===== config.mk =====
export PLATFORM = sky130hd
export DESIGN_NAME = imem_loader
export DESIGN_NICKNAME = d
export VERILOG_FILES = /design/src/rtl/imem_loader_pkg.sv /design/src/rtl/imem_loader_byte_packer.sv /design/src/rtl/imem_loader.sv
export SDC_FILE = /design/constraint.sdc
export NUM_CORES = 1
export LEC_CHECK = 0
export BUFFER_PORTS_ARGS = -buffer_cell sky130_fd_sc_hd__buf_2
export CAP_MARGIN = 20
export CORE_MARGIN = 8
export CORE_UTILIZATION = 40
export DETAILED_ROUTE_END_ITERATION = 10
export PLACE_DENSITY = 0.67
export SLEW_MARGIN = 20
export SYNTH_ARGS = -nofsm -noshare
export SYNTH_HDL_FRONTEND = slang
export SYNTH_HIERARCHICAL = 1
export SYNTH_SLANG_ARGS = --single-unit

===== constraint.sdc =====
create_clock -name clk -period 4.6 [get_ports clk]
set_clock_uncertainty 0.1 [all_clocks]
set_input_delay 0.46 -clock clk [delete_from_list [all_inputs] [get_ports clk]]
set_output_delay 0.46 -clock clk [all_outputs]
set_load 0.02 [all_outputs]

===== src/rtl/imem_loader_pkg.sv =====
// rtl/imem_loader_pkg.sv - shared types and constants for the instruction memory loader
//
// Purpose: state encoding, byte/word geometry and a helper that says which
//          states accept stream bytes.
// Ports:   none (package).
// Config:  IMEM_LOADER_CHECKSUM_EN enables the CSUM state in imem_loader.
package imem_loader_pkg;

   localparam int BYTES_PER_WORD = 4;
   localparam int COUNT_W        = 16;

   typedef enum logic [2:0] {
      LEN_LO,
      LEN_HI,
      DATA,
      WRITE,
      CSUM,
      DONE,
      ERR
   } state_t;

   // States in which the loader is willing to take a byte from the stream.
   function automatic logic accepts_bytes(input state_t s);
      return (s == LEN_LO) || (s == LEN_HI) || (s == DATA) || (s == CSUM);
   endfunction

endpackage


===== src/rtl/imem_loader_byte_packer.sv =====
// rtl/imem_loader_byte_packer.sv - assembles little-endian bytes into one instruction word
//
// Purpose: collects BYTES_PER_WORD bytes, first byte in bits [7:0].
// Ports:
//   clk, rst   clock, asynchronous active-high reset
//   clear      restart at byte index 0 (has priority over push)
//   push       accept byte_in this cycle
//   byte_in    incoming byte
//   word_out   assembled word; valid in the cycle full is high
//   full       pulse: this push completes a word
module byte_packer
   import imem_loader_pkg::*;
(
   input  logic                          clk,
   input  logic                          rst,
   input  logic                          clear,
   input  logic                          push,
   input  logic [7:0]                    byte_in,
   output logic [8*BYTES_PER_WORD-1:0]   word_out,
   output logic                          full
);

   localparam int IDX_W = $clog2(BYTES_PER_WORD);
   localparam int LOW_W = 8 * (BYTES_PER_WORD - 1);

   logic [IDX_W-1:0] idx;
   logic [LOW_W-1:0] low;

   // The last byte is not stored: it is combined with the earlier bytes on the
   // same cycle so the caller can register the complete word at that edge.
   assign full     = push && (idx == IDX_W'(BYTES_PER_WORD - 1));
   assign word_out = {byte_in, low};

   always_ff @(posedge clk or posedge rst) begin
      if (rst) begin
         idx <= '0;
         low <= '0;
      end else if (clear) begin
         idx <= '0;
         low <= '0;
      end else if (push) begin
         idx <= full ? '0 : idx + 1'b1;
         // Shift right so earlier bytes end up in the lower lanes.
         low <= {byte_in, low[LOW_W-1:8]};
      end
   end

endmodule


===== src/rtl/imem_loader.sv =====
// rtl/imem_loader.sv - byte-stream loader for the instruction memory write port
//
// Purpose: receives a 16-bit little-endian word count followed by little-endian
//          32-bit words, writes them to consecutive word addresses from 0 and
//          keeps the CPU held until the load completes.
// Ports:
//   clk, rst     clock, asynchronous active-high reset
//   reload       one-cycle pulse, restarts the load from any state
//   in_data      stream byte; in_valid/in_ready handshake
//   mem_we       one-cycle write pulse; mem_addr / mem_wdata qualify it
//   cpu_hold     high except in DONE
//   done, error  completion / rejection levels, held until reload or rst
// Config:  `define IMEM_LOADER_CHECKSUM_EN adds a trailing XOR checksum byte over
//          the length and data bytes, checked in the CSUM state.
module imem_loader
   import imem_loader_pkg::*;
#(
   parameter int ADDR_W = 10,
   parameter int DATA_W = 32
)(
   input  logic              clk,
   input  logic              rst,
   input  logic              reload,
   input  logic [7:0]        in_data,
   input  logic              in_valid,
   output logic              in_ready,
   output logic              mem_we,
   output logic [ADDR_W-1:0] mem_addr,
   output logic [DATA_W-1:0] mem_wdata,
   output logic              cpu_hold,
   output logic              done,
   output logic              error
);

   // Word index must be able to reach the full capacity (2**ADDR_W).
   localparam int IDX_W = ADDR_W + 1;
   localparam logic [COUNT_W:0] MAX_WORDS = (COUNT_W+1)'(1) << ADDR_W;

`ifdef IMEM_LOADER_CHECKSUM_EN
   localparam state_t FINAL_STATE = CSUM;
`else
   localparam state_t FINAL_STATE = DONE;
`endif

   state_t             state;
   state_t             state_next;
   logic [COUNT_W-1:0] count;
   logic [IDX_W-1:0]   word_idx;
   logic               xfer;
   logic               pk_push;
   logic               pk_full;
   logic [8*BYTES_PER_WORD-1:0] pk_word;
   logic [COUNT_W:0]   count_new;
   logic               last_word;

`ifdef IMEM_LOADER_CHECKSUM_EN
   logic [7:0]         csum;
`endif

   assign xfer    = in_valid && in_ready;
   assign pk_push = xfer && (state == DATA) && !reload;

   // Full count as it will be once the high byte now on the bus is latched.
   assign count_new = {1'b0, in_data, count[7:0]};
   assign last_word = ((COUNT_W+1)'(word_idx) + (COUNT_W+1)'(1)) == {1'b0, count};

   byte_packer u_packer (
      .clk      (clk),
      .rst      (rst),
      .clear    (reload),
      .push     (pk_push),
      .byte_in  (in_data),
      .word_out (pk_word),
      .full     (pk_full)
   );

   always_comb begin
      state_next = state;
      case (state)
         LEN_LO: if (xfer) state_next = LEN_HI;
         LEN_HI: if (xfer) begin
            if (count_new == '0)
               state_next = FINAL_STATE;
            else if (count_new > MAX_WORDS)
               state_next = ERR;
            else
               state_next = DATA;
         end
         DATA:   if (pk_full) state_next = WRITE;
         WRITE:  state_next = last_word ? FINAL_STATE : DATA;
`ifdef IMEM_LOADER_CHECKSUM_EN
         CSUM:   if (xfer) state_next = (in_data == csum) ? DONE : ERR;
`endif
         default: ;
      endcase
      // reload wins over anything, including a coincident transfer.
      if (reload)
         state_next = LEN_LO;
   end

   // All outputs are registered from the next state so they change together
   // with the state register.
   always_ff @(posedge clk or posedge rst) begin
      if (rst) begin
         state     <= LEN_LO;
         in_ready  <= 1'b0;
         mem_we    <= 1'b0;
         mem_addr  <= '0;
         mem_wdata <= '0;
         cpu_hold  <= 1'b1;
         done      <= 1'b0;
         error     <= 1'b0;
         count     <= '0;
         word_idx  <= '0;
`ifdef IMEM_LOADER_CHECKSUM_EN
         csum      <= '0;
`endif
      end else begin
         state    <= state_next;
         in_ready <= accepts_bytes(state_next);
         cpu_hold <= (state_next != DONE);
         done     <= (state_next == DONE);
         error    <= (state_next == ERR);
         mem_we   <= pk_full;

         if (pk_full) begin
            mem_addr  <= word_idx[ADDR_W-1:0];
            mem_wdata <= DATA_W'(pk_word);
         end

         if (reload) begin
            count    <= '0;
            word_idx <= '0;
`ifdef IMEM_LOADER_CHECKSUM_EN
            csum     <= '0;
`endif
         end else begin
            if (xfer && (state == LEN_LO))
               count[7:0] <= in_data;
            if (xfer && (state == LEN_HI))
               count[15:8] <= in_data;
            if (state == WRITE)
               word_idx <= word_idx + 1'b1;
`ifdef IMEM_LOADER_CHECKSUM_EN
            if (xfer && (state != CSUM))
               csum <= csum ^ in_data;
`endif
         end
      end
   end

endmodule


## Word-level counts from Yosys, hierarchy flattened

Cells that the tools add are included.

| storage, ports and cells | value |
|---|---|
| memory bits (writable) | 0 |
| bits in registers | 103 |
| word-level logic and storage cells | 63 |
| memory bits (read-only) | 0 |
| memories | 0 |
| bits in latches | 0 |
| output and inout bits | 47 |

| operators by class | value |
|---|---|
| muxes and demuxes | 18 |
| order comparisons | 1 |
| reduce and logical (&&, ||, !) cells | 17 |
| shifts and indexed selects | 0 |
| multipliers | 0 |
| $add $sub $neg | 3 |
| divide/modulo/power cells | 0 |
| eq/ne operators | 11 |
| bitwise logic cells | 0 |

Operators by type and width:

| operator | number |
|---|---|
| 2-to-1 mux 24 bit | 2 |
| 2-to-1 mux 11 bit | 2 |
| 2-to-1 mux 3 bit | 7 |
| zero test 17 bit | 1 |
| equality test 12 x 16 -> 1 bit | 1 |
| > comparator 16 x 11 -> 1 bit (second input constant) | 1 |
| 2-to-1 mux 16 bit | 1 |
| 2-to-1 mux 8 bit | 2 |
| adder 11 x 1 -> 12 bit (second input constant) | 1 |
| case mux 3 bit (4 select lines) | 1 |
| adder 11 x 1 -> 11 bit (second input constant) | 1 |
| equality test 3 x 2 -> 1 bit (second input constant) | 3 |
| equality test 3 bit (second input constant) | 3 |
| nonzero test 2 bit | 4 |
| equality test 3 x 1 -> 1 bit (second input constant) | 2 |
| logical AND 1 bit | 6 |
| zero test 3 bit | 2 |
| 2-to-1 mux 2 bit | 3 |
| logical OR 1 bit | 3 |
| inequality test 3 bit (second input constant) | 1 |
| adder 2 x 1 -> 2 bit (second input constant) | 1 |
| equality test 2 bit (second input constant) | 1 |
| zero test 1 bit | 1 |

## Longest topological paths before layout

Gate-level depths: netlist (run 1).

| depth | value |
|---|---|
| word-level depth | 11 |
| depth in mapped cells | 14 |

## Hierarchy

The synthesis (run 1) kept the hierarchy.

Modules (own cells, without submodules):

| module | area each (um2) | cells each | times used |
|---|---|---|---|
| imem_loader | 3,619.7 | 318 | 1 |
| byte_packer | 1,158.6 | 95 | 1 |

## Worst setup path after synthesis (run 1)

Ideal clock, no wire load.

| timing | value |
|---|---|
| path type | register -> register |
| from | register in_ready |
| to | register mem_addr[0] |
| stages on the path, launching flop included | 11 |
| path buffers | 5 |
| clock period less this slack | 2.741 ns |
| required time | 4.375 ns |
| data arrival time | 2.516 ns |
| path slack | 1.859 ns |
| cell sequence | dfrtp_1 -> nand2_1 -> nor2_1 -> clkbuf_1 -> and3_1 -> buf_6 -> buf_12 -> and2_1 -> clkbuf_1 -> clkbuf_1 -> mux2_2 |

| between the ends | value |
|---|---|
| word-level cells in the longest chain between the ends | 4 |

Ends and longest elaborated chain:

| item | RTL line | source |
|---|---|---|
| start: declaration | imem_loader.sv:26 | `output logic in_ready,` |
| start signal: assignment | imem_loader.sv:120 | `in_ready <= accepts_bytes(state_next);` |
| logical AND 1 bit | imem_loader.sv:60 | `assign xfer = in_valid && in_ready;` |
| logical AND 1 bit (2 in series) | imem_loader.sv:61 | `assign pk_push = xfer && (state == DATA) && !reload;` |
| via pk_push | imem_loader.sv:50 | `logic pk_push;` |
| logical AND 1 bit | imem_loader_byte_packer.sv:31 | `assign full = push && (idx == IDX_W'(BYTES_PER_WORD - 1));` |
| via pk_full | imem_loader.sv:51 | `logic pk_full;` |
| end signal: assignment | imem_loader.sv:127 | `mem_addr <= word_idx[ADDR_W-1:0];` |
| end: declaration | imem_loader.sv:28 | `output logic [ADDR_W-1:0] mem_addr,` |

The timed path passes the listed nets, and every way through them passes these cells.
A chain may end at the register's enable or synchronous reset.

## Final worst setup path (run 1)

| timing | value |
|---|---|
| from | register state[2] |
| to | register mem_wdata[11] |

| between the ends | value |
|---|---|
| word-level cells in the longest chain between the ends | 4 |

Ends and longest elaborated chain:

| item | RTL line | source |
|---|---|---|
| start: declaration | imem_loader.sv:45 | `state_t state;` |
| start signal: assignment | imem_loader.sv:119 | `state <= state_next;` |
| equality test 3 x 2 -> 1 bit | imem_loader.sv:61 |  |
| logical AND 1 bit (2 in series) | imem_loader.sv:61 |  |
| via pk_push | imem_loader.sv:50 |  |
| logical AND 1 bit | imem_loader_byte_packer.sv:31 |  |
| via pk_full | imem_loader.sv:51 |  |
| end signal: assignment | imem_loader.sv:128 | `mem_wdata <= DATA_W'(pk_word);` |
| end: declaration | imem_loader.sv:29 | `output logic [DATA_W-1:0] mem_wdata,` |

The timed path passes the listed nets, and every way through them passes these cells.

==> parameters.txt, run 1 <==
Parameter                              Value

Status
  Outcome ... completed

STA
  Max-slew violation count ... 0
  Accumulated negative setup slack ... 0 ps
  Worst relative slew slack ... 0.377
  Unrepaired setup endpoints after global routing ... no
  Achievable Freq ... between 300 and 400 MHz
  Worst hold slack ... 118 ps
  Final setup violation count ... 0
  Min cycle time layout ... 2840 ps
  Final clock period utilization by the worst path ... 0.618
  Slew of the pin with the lowest slew margin ... 928 ps
  Final hold vios ... 0

Critical path
  Endpoint class of the critical path ... flip-flop
  Crit path required time ... roughly 4700 ps
  Launching element type of the critical path ... flip-flop
  Start-to-end type of the worst setup path ... flip-flop to flip-flop
  Worst-path maximum fanout ... 28
  CP Data Arrival Time ... 2980 ps

Synth
  Yosys Warn Count ... 6
  Distinct cells, synth ... 54
  Top post-synthesis cells by area ... dfrtp_1 (53%), mux2_2 (9.9%), mux2i_1 (6.9%)
  Flip-flop and latch count after synthesis ... about 100
  Most frequent cell after synthesis ... dfrtp_1
  Multiplexer share of the synthesized area ... 0.168
  Asr flop ratio synth ... 1.00
  Share of the synthesized area in the top cell type ... 0.534
  Part of the Yosys area used for sequential elements ... 0.540
  XOR/XNOR share of the synthesized area ... 0.0458
  EDFF count, synth ... 0
  Library cell occupying the most area in the post-synthesis netlist ... dfrtp_1
  Arithmetic-cell share of the synthesized area counting full adders, half adders and majority gates ... 0.00524
  Dominant register cell in the synthesized netlist ... dfrtp_1
  Simple-Gate Fraction of Synth Area ... 0.131
  Share of the synthesized area in compound gates (AO/OA/AOI/OAI) ... 0.0547
  Post-synth design cell area ... 0.00478 mm2
  Post-synth top cells ... dfrtp_1 (102), nor2_1 (57), mux2_2 (42)
  Dominant combinational cell family by area after synthesis ... multiplexers
  Average cell area after synthesis ... between 10 and 15 um2
  Synthesized net count ... between 400 and 500
  Number of standard cells after synthesis ... 413

Routing
  Residual antenna-violating net count after detailed routing ... 0
  Residual DRC ... 0
  Final routed wire length divided by cell count ... between 15 and 20 um
  Detailed-router iteration count before antenna repair ... 6
  DRT Wirelength ... about 9.9 mm
  Via total after detailed routing ... roughly 3,200
  Number of vias per cell after detailed routing ... 5.24
  Detailed Route Iter0 Violations ... 199

Run
  Maximum Capacitance Violations ... 0

Clock network
  Clock transition at path regs ... approximately 70 ps
  Clock H-tree levels ... 3
  Number of setup buffers added after CTS ... 0
  Number of gates resized after cts ... 0
  Max Buffers Root-to-Sink ... 2
  CTS Root Buffer Type ... clkbuf_16
  Clk sink count ... approximately 100
  Clock insertion delay at the later pin of the skew report ... between 300 and 400 ps
  Number of buffers inserted during clock tree synthesis ... 9
  CTS Hold Buffers Added ... 0
  Clock tree from TritonCTS ... built

Placed design
  Number of cells in the design after placement ... roughly 600
  Port bufs ... 58
  Detailed placer's ending HPWL ... about 7 mm
  Routability congestion estimate ... 0.866

Global routing
  Congestion Overflow GR ... 0
  Number of antenna violations at the first check in global routing ... 0
  First-pass GRT wire length ... ~17 mm
  Tot GR Track Use ... 0.130
  Largest net degree at the start of global routing ... 60
  Vias in the first global route ... approximately 3,300

Layout
  FILL cells ... approximately 1,100
  Final standard cell count with taps included and fillers excluded ... just over 600
  Diodes inserted ... 0
  Layout overhead on the synthesized area ... 12.9%
  Area of all sequential standard cells ... 0.00258 mm2
  Number of nets in the layout ... approximately 470
  Share of final-layout standard cells stronger than drive strength 1 ... 0.298
  Combined area of the multi-input logic cells ... between 0.0015 and 0.002 mm2

Die
  Core Box Area ... around 0.012 mm2
  Die Footprint ... 0.0157 mm2
  Starting density of the core ... 0.405
  Y dimension of the die ... ~130 um
  Num rows ... 40
  X dimension of the die ... about 130 um
  I/O pins ... between 50 and 60

Power and ir drop
  Worst-case vdd ir drop ... ~170 uV
  Pleak ... 2.59 nW
  Power per cell area ... about 360 mW/mm2

Hold path
  Worst Hold Class ... input port to asynchronous set/reset pin
-- sequential cells by signal, summed over array words and instances, names as in the netlist, 2 cells and up --
signal / cells
u_packer/low: 24
word_idx: 11
mem_addr: 10
state: 3
u_packer/idx: 2
count: 16
mem_wdata: 32
-- routing by layer --
metal	wire length (um)	global-route usage	vias to the layer above	share of wire
met5	0	0	-	0
met4	119	0.0437	0	0.012
met3	399	0.0285	9	0.040
met2	4970	0.218	75	0.50
met1	4370	0.161	1581	0.44
li1	-	-	1511	-
-- report_power, final --
part	internal (W)	switching, W	leakage (nW)	total (W)
clock	0.000489	0.000353	0.164	0.000843
sequential	0.000923	0.0000205	1.42	0.000944
combinational	0.0000568	0.000107	1.00	0.000163
-- layout make-up --
class,instances,share of cell area
clock inverters,7,0.0206
multi-input cells,269,0.359
inverters,8,0.00580
flip-flops and latches,103,0.478
well taps,147,0.0341
repair buffers,63,0.0607
clock buffers,9,0.0417
-- critical path, stage by stage, from the launching register on --
cell	delay, ps
dfrtp_1	460
nor2_1	530
and3_1	270
and2_2	630
buf_4	370
mux2_2	370
-- kinds of logic (layout without fill, tap and decap cells) --
family / count (synthesis) / in the layout
AND/OR/NAND/NOR: 131 / 131
flip-flops: 103 / 103
multiplexers: 75 / 75
buffers and inverters: 41 / 87
AO/OA/AOI/OAI: 36 / 36
XOR/XNOR: 25 / 25
adder cells (fa/ha/maj): 2 / 2
-- worst paths after layout --
path                                    startpoint                     endpoint  slack [ps]  cells past startpoint
setup / recovery                state[2]$_DFF_PP0_    mem_wdata[11]$_DFFE_PP0P_        1760                      5
hold / removal                                 rst  u_packer/low[9]$_DFFE_PP0P_         120                      2
setup reg to reg                state[2]$_DFF_PP0_    mem_wdata[11]$_DFFE_PP0P_        1760                      5
hold reg to reg            mem_addr[6]$_DFFE_PP0P_      mem_addr[6]$_DFFE_PP0P_         400                      1
max in group asynchronous                      rst         count[0]$_DFFE_PP0P_        3350                      3
min in group clk                        in_data[5]         count[5]$_DFFE_PP0P_         330                      3
-- cell usage in the layout (no fill, tap or decap), types with 3 or more instances in the layout --
cell type and n:
dfrtp_1 102, buf_2 58, nor2_1 57, mux2_2 42, mux2i_1 33, nand2_1 21, xnor2_1 15, nand3_1 14
a21oi_1 13, xor2_1 10, clkbuf_16 9, nor3_1 8, nand4_1 6, inv_1 6, nor4_1 5, buf_4 5
o21ai_0 4, inv_6 4, a31oi_1 3, and2_1 3
-- stage by stage --
step           instance area [um2]   util  power [W]  setup WS, ps
2_1_floorplan                 4780      -    0.00109          1860
3_3_place_gp                  5060  0.428    0.00112          1670
3_5_place_dp                  5060  0.428    0.00112          1550
4_1_cts                       5400  0.457    0.00198          1750
5_1_grt                       5400  0.457    0.00203          1580
6_report                      5400  0.457    0.00195          1760
No activity file was read; power rests on OpenSTA's default activity.
==> inputs of run 2 (changes only) <==
clock period = 2.98 ns   (was 4.6 ns; I/O delays follow)
==> run 2 against run 1 <==
- global-route usage rose by 0.20 points
- worst hold slack improved by 17 ps
- sequential power rose by 55%
- routed wire length barely moved
- die area did not move
- clock-buffer cell count did not move
- maximum frequency rose by 8.3%
- critical endpoint is now in_ready$_DFF_PP0_
==> parameters.txt, run 2 (synthesis gave the netlist of run 1 again) <==
Parameter                              Value

STA
  Final hold vios ... 0 (unchanged)
  Achievable Freq ... 381 MHz (+8.3%)
  Final clock period utilization by the worst path ... 0.882 (+0.263)
  Unrepaired setup endpoints after global routing ... no
  Accumulated negative setup slack ... 0 ps (unchanged)
  Min cycle time layout ... 2630 ps (-217 ps)
  Slew of the pin with the lowest slew margin ... 939 ps (+10.3 ps)
  Max-slew violation count ... 0 (unchanged)
  Worst hold slack ... 135 ps (+17.0 ps)
  Worst relative slew slack ... 0.370 (-0.00688)
  Final setup violation count ... 0 (unchanged)

Clock network
  Number of buffers inserted during clock tree synthesis ... 9 (unchanged)
  CTS Root Buffer Type ... clkbuf_16
  Clock tree from TritonCTS ... built
  Max Buffers Root-to-Sink ... 2 (unchanged)
  Clock H-tree levels ... 3 (unchanged)
  Clock insertion delay at the later pin of the skew report ... 350 ps (about the same)
  Clk sink count ... 103 (unchanged)
  Number of gates resized after cts ... 0 (unchanged)
  Clock transition at path regs ... 80 ps (about the same)

Critical path
  Endpoint class of the critical path ... flip-flop
  Setup slack of the worst register-to-register path ... 350 ps (-1400 ps)
  Start-to-end type of the worst setup path ... flip-flop to flip-flop
  Crit path required time ... 3140 ps (-1590 ps)
  CP Data Arrival Time ... 2790 ps (-190 ps)
  Launching element type of the critical path ... flip-flop
  Worst-path maximum fanout ... 9 (-68%)

Global routing
  Vias in the first global route ... 3,148 (-4.0%)
  Tot GR Track Use ... 0.132 (+0.00197)
  First-pass GRT wire length ... 16.7 mm (-0.16%)
  Congestion Overflow GR ... 0 (unchanged)
  Number of antenna violations at the first check in global routing ... 0 (unchanged)
  Largest net degree at the start of global routing ... 60 (unchanged)

Die
  Num rows ... 40 (unchanged)
  X dimension of the die ... 125 um (unchanged)
  Starting density of the core ... 0.405 (unchanged)
  Core Box Area ... 0.0118 mm2 (unchanged)
  I/O pins ... 59 (unchanged)
  Die Footprint ... 0.0157 mm2 (unchanged)
  Y dimension of the die ... 125 um (unchanged)

Layout
  Final core utilization ... 0.457 (about the same)
  Most common library cell in the layout ignoring fill and taps ... dfrtp_1
  Most used cells in the layout excluding fill and tap cells ... dfrtp_1 (102), buf_2 (58), nor2_1 (57)
  Number of nets in the layout ... 471 (+0.64%)
  Registers with the most flip-flops ... mem_wdata: 32 flops, u_packer/low: 24 flops, count: 16 flops
  Layout overhead on the synthesized area ... 13.0% (about the same)
  Flip-flop count of the largest register, all copies and words added ... 32 (unchanged)
  Biggest register ... mem_wdata
  Diodes inserted ... 0 (unchanged)
  Share of final-layout standard cells stronger than drive strength 1 ... 0.301 (+0.00239)

Power and ir drop
  Worst-case vdd ir drop ... 294 uV (+77%)
  Pleak ... 2.60 nW (+0.30%)
  Power per cell area ... 541 mW/mm2 (+50%)

Routing
  Residual DRC ... 0 (unchanged)
  Detailed Route Iter0 Violations ... 237 (+19%)
  Number of vias per cell after detailed routing ... 5.19 (-1.1%)
  Detailed-router iteration count before antenna repair ... 4 (-2)
  DRT Wirelength ... 9.85 mm (about the same)
  Via total after detailed routing ... 3,158 (-0.57%)
  Residual antenna-violating net count after detailed routing ... 0 (unchanged)
  Final routed wire length divided by cell count ... 16.2 um (-0.56%)

Hold path
  Worst Hold Class ... input port to flip-flop

Placed design
  Detailed placer's ending HPWL ... 6.94 mm (+0.55%)
  Routability congestion estimate ... 0.872 (+0.70%)
  Port bufs ... 58 (unchanged)

Run
  Maximum Capacitance Violations ... 0 (unchanged)

Status
  Outcome ... completed
## run 2: changes by cell type in the layout (fill, tap and decap cells not counted), sizes merged
cell | previous run | this run
bufinv | 2 | 1
dlygate4sd3 | 0 | 1
buf | 63 | 65
inv | 10 | 11
## run 2: report_power, final
group | internal [W] | switching [W] | leakage [nW] | total [W]
logic | 0.0000927 | 0.000167 | 1.02 | 0.000259
clock network | 0.000663 | 0.000539 | 0.153 | 0.00120
registers | 0.00142 | 0.0000324 | 1.42 | 0.00146
## run 2: layer usage
| layer | up-vias | global-route usage | wire, um |
|---|---|---|---|
| met5 | - | 0 | 0 |
| met3 | 15 | 0.0348 | 274 |
| met1 | 1567 | 0.170 | 4710 |
| li1 | 1518 | - | - |
| met2 | 58 | 0.203 | 4670 |
| met4 | 0 | 0.0580 | 200 |
## run 2: metrics by stage
| step | setup WS (ps) | instances | cell area (um2) | power (W) |
|---|---|---|---|---|
| finish | 353 | 609 | 5400 | 0.00292 |
| global route | 176 | 609 | 5400 | 0.00305 |
| CTS | 330 | 609 | 5400 | 0.00296 |
| detailed placement | 334 | 592 | 5090 | 0.00174 |
| global placement | 463 | 592 | 5090 | 0.00174 |
| floorplan | 239 | 413 | 4780 | 0.00168 |
## run 2: worst paths after layout
path,start,depth (start not counted),endpoint
max,word_idx[0]$_DFFE_PP0P_,7,in_ready$_DFF_PP0_
min,in_data[5],3,count[5]$_DFFE_PP0P_
max reg2reg,word_idx[0]$_DFFE_PP0P_,7,in_ready$_DFF_PP0_
min reg2reg,mem_addr[4]$_DFFE_PP0P_,1,mem_addr[4]$_DFFE_PP0P_
max in group asynchronous,rst,4,word_idx[9]$_DFFE_PP0P_
min in group asynchronous,rst,3,mem_wdata[2]$_DFFE_PP0P_
## run 2: cell type report
| class | instances | area (um2) |
|---|---|---|
| fill | 1104 | 6410 |
| clock inverter | 7 | 77.6 |
| tap | 147 | 184 |
| multi-input combinational | 269 | 1940 |
| timing repair buffer | 66 | 365 |
| clock buffer | 9 | 225 |
| inverter | 8 | 30.0 |
| sequential | 103 | 2580 |
## run 2: repair_timing
item / in CTS / in global routing
setup buffers: 0 / 0
hold endpoints to repair: 28 / 0
hold buffers: 1 / 0
## run 2: critical path, cell delays in order (launching register included)
cell and delay, ps:
dfrtp_1 500, ha_1 360, nand2_4 120, or3_1 380
a222oi_1 390, nand3_1 110, or3_1 340, a32oi_1 230
==> inputs of run 3 (changes only) <==
CORE_ASPECT_RATIO = 1.5   (was default)
==> run 3 against run 2 <==
- design area is 0.86% higher
- first-iteration DRC count shrank 35%
- critical endpoint unchanged
- via count up 3.0%
- clock-buffer cell count unchanged
- worst hold slack better by 19 ps
- cell count rose by 1.1%
- combinational power is 2% higher
- clock power grew 5%
- non-clock buffer count increased by 1
- flip-flop and latch count stayed put
==> parameters.txt, run 3 (synthesis gave the netlist of run 1 again) <==
Parameter                              Value

Clock network
  CTS Root Buffer Type ... clkbuf_16
  CTS Hold Buffers Added ... 1 (unchanged)
  Number of gates resized after cts ... 0 (unchanged)
  Number of setup buffers added after CTS ... 0 (unchanged)
  Max Buffers Root-to-Sink ... 2 (unchanged)
  Number of buffers inserted during clock tree synthesis ... 9 (unchanged)
  Clock insertion delay at the later pin of the skew report ... 350 ps (about the same)
  Clock tree from TritonCTS ... built
  Clk sink count ... 103 (unchanged)
  Clock H-tree levels ... 3 (unchanged)
  Clock transition at path regs ... 80 ps (about the same)

Layout
  Number of nets in the layout ... 472 (+0.21%)
  Flip-flop count of the largest register, all copies and words added ... 32 (unchanged)
  Registers with the most flip-flops ... mem_wdata: 32 flops, u_packer/low: 24 flops, count: 16 flops
  Biggest register ... mem_wdata
  FILL cells ... 1,090 (-1.3%)
  Share of final-layout standard cells stronger than drive strength 1 ... 0.302 (+0.00151)
  Most common library cell in the layout ignoring fill and taps ... dfrtp_1
  Area of all sequential standard cells ... 0.00258 mm2 (unchanged)
  Diodes inserted ... 0 (unchanged)
  Combined area of the multi-input logic cells ... 0.00194 mm2 (unchanged)
  Most used cells in the layout excluding fill and tap cells ... dfrtp_1 (102), buf_2 (58), nor2_1 (57)
  Final core utilization ... 0.460 (+0.00309)
  Layout overhead on the synthesized area ... 14.0%

Critical path
  Launching element type of the critical path ... flip-flop
  Crit path required time ... 3150 ps (about the same)
  Endpoint class of the critical path ... flip-flop
  CP Data Arrival Time ... 2800 ps (about the same)
  Logic depth of the worst register-to-register path ... 7 (unchanged)
  Worst-path maximum fanout ... 9 (unchanged)
  Start-to-end type of the worst setup path ... flip-flop to flip-flop

STA
  Max-slew violation count ... 0 (unchanged)
  Slew of the pin with the lowest slew margin ... 739 ps (-199 ps)
  Worst relative slew slack ... 0.506 (+0.136)
  Unrepaired setup endpoints after global routing ... no
  Accumulated negative setup slack ... 0 ps (unchanged)
  Final hold vios ... 0 (unchanged)
  Achievable Freq ... 380 MHz (-0.14%)
  Final setup violation count ... 0 (unchanged)
  Final clock period utilization by the worst path ... 0.883 (+0.00127)
  Min cycle time layout ... 2630 ps (+3.78 ps)

Run
  Maximum Capacitance Violations ... 0 (unchanged)

Placed design
  Routability congestion estimate ... 0.851 (-2.4%)
  Detailed placer's ending HPWL ... 7.36 mm (+6.0%)
  Port bufs ... 58 (unchanged)

Die
  Y dimension of the die ... 150 um (+20%)
  Die Footprint ... 0.0158 mm2 (+0.46%)
  Core Box Area ... 0.0118 mm2 (+0.18%)
  I/O pins ... 59 (unchanged)
  Num rows ... 49 (+23%)
  Starting density of the core ... 0.404 (-0.000727)
  X dimension of the die ... 105 um (-16%)

Global routing
  Tot GR Track Use ... 0.136 (+0.00407)
  Largest net degree at the start of global routing ... 60 (unchanged)
  Vias in the first global route ... 3,436 (+9.1%)
  Number of antenna violations at the first check in global routing ... 0 (unchanged)
  First-pass GRT wire length ... 17.1 mm (+2.6%)
  Congestion Overflow GR ... 0 (unchanged)

Power and ir drop
  Worst-case vdd ir drop ... 425 uV (+44%)
  Pleak ... 2.62 nW (+0.63%)
  Power per cell area ... 547 mW/mm2 (+1.2%)

Hold path
  Worst Hold Class ... input port to flip-flop
  Hold Path Stages ... 3 (unchanged)

Routing
  Residual DRC ... 0 (unchanged)
  Residual antenna-violating net count after detailed routing ... 0 (unchanged)
  Detailed Route Iter0 Violations ... 155 (-35%)
  DRT Wirelength ... 10.4 mm (+5.9%)
  Detailed-router iteration count before antenna repair ... 4 (unchanged)
  Final routed wire length divided by cell count ... 16.9 um (+4.7%)
  Number of vias per cell after detailed routing ... 5.28 (+1.8%)
  Via total after detailed routing ... 3,253 (+3.0%)

Status
  Outcome ... completed
## run 3: changes by cell type in the layout (fill, tap and decap cells not counted)
| cell | change |
|---|---|
| inv_6 | -1 |
| clkinv_4 | +1 |
| clkinv_1 | -1 |
| clkinv_8 | +2 |
| inv_2 | -1 |
| clkinv_2 | -1 |
| buf_8 | +1 |
| inv_1 | +1 |
## run 3: final timing paths
path,startpoint,to,slack [ps]
worst max-delay path,word_idx[0]$_DFFE_PP0P_,in_ready$_DFF_PP0_,350
max in group asynchronous,rst,count[6]$_DFFE_PP0P_,1640
min in group asynchronous,rst,u_packer/low[10]$_DFFE_PP0P_,360
worst min register to register,mem_addr[2]$_DFFE_PP0P_,mem_addr[2]$_DFFE_PP0P_,400
worst min-delay path,in_data[4],count[4]$_DFFE_PP0P_,150
worst max register to register,word_idx[0]$_DFFE_PP0P_,in_ready$_DFF_PP0_,350
## run 3: cell type report
class	count	share of cell area
multi-input combinational	269	0.356
tap	153	0.0352
clock inverter	7	0.0184
clock buffer	9	0.0414
timing repair buffer	67	0.0699
sequential	103	0.474
inverter	8	0.00574
## run 3: worst max-delay path, stage by stage, from the launching register on
cell and delay [ps]:
dfrtp_1 510, ha_1 370, nand2_4 130, or3_1 390, a222oi_1 380, nand3_1 130, or3_1 350, a32oi_1 200
## run 3: metal layers
metal,vias up,global-route usage,share of wire
met3,22,0.0289,0.040
li1,1504,-,-
met2,88,0.241,0.52
met5,-,0,0
met1,1639,0.148,0.41
met4,0,0.0710,0.030
## run 3: stage by stage
stage / instances / power [W] / hold WS (ps) / setup slack, ps / cell area, um2
after CTS: 615 / 0.00300 / 148 / 354 / 5430
final: 616 / 0.00298 / 155 / 349 / 5450
after detailed placement: 598 / 0.00175 / 354 / 354 / 5090
after global placement: 598 / 0.00174 / 346 / 415 / 5090
after floorplan: 413 / 0.00168 / 238 / 239 / 4780
after global routing: 616 / 0.00309 / 173 / 178 / 5450
## run 3: report_power, final
part / internal [W] / total, W / leakage [nW] / switching, W
clock: 0.000680 / 0.00126 / 0.158 / 0.000579
combinational: 0.0000946 / 0.000265 / 1.03 / 0.000170
sequential: 0.00142 / 0.00146 / 1.42 / 0.0000321
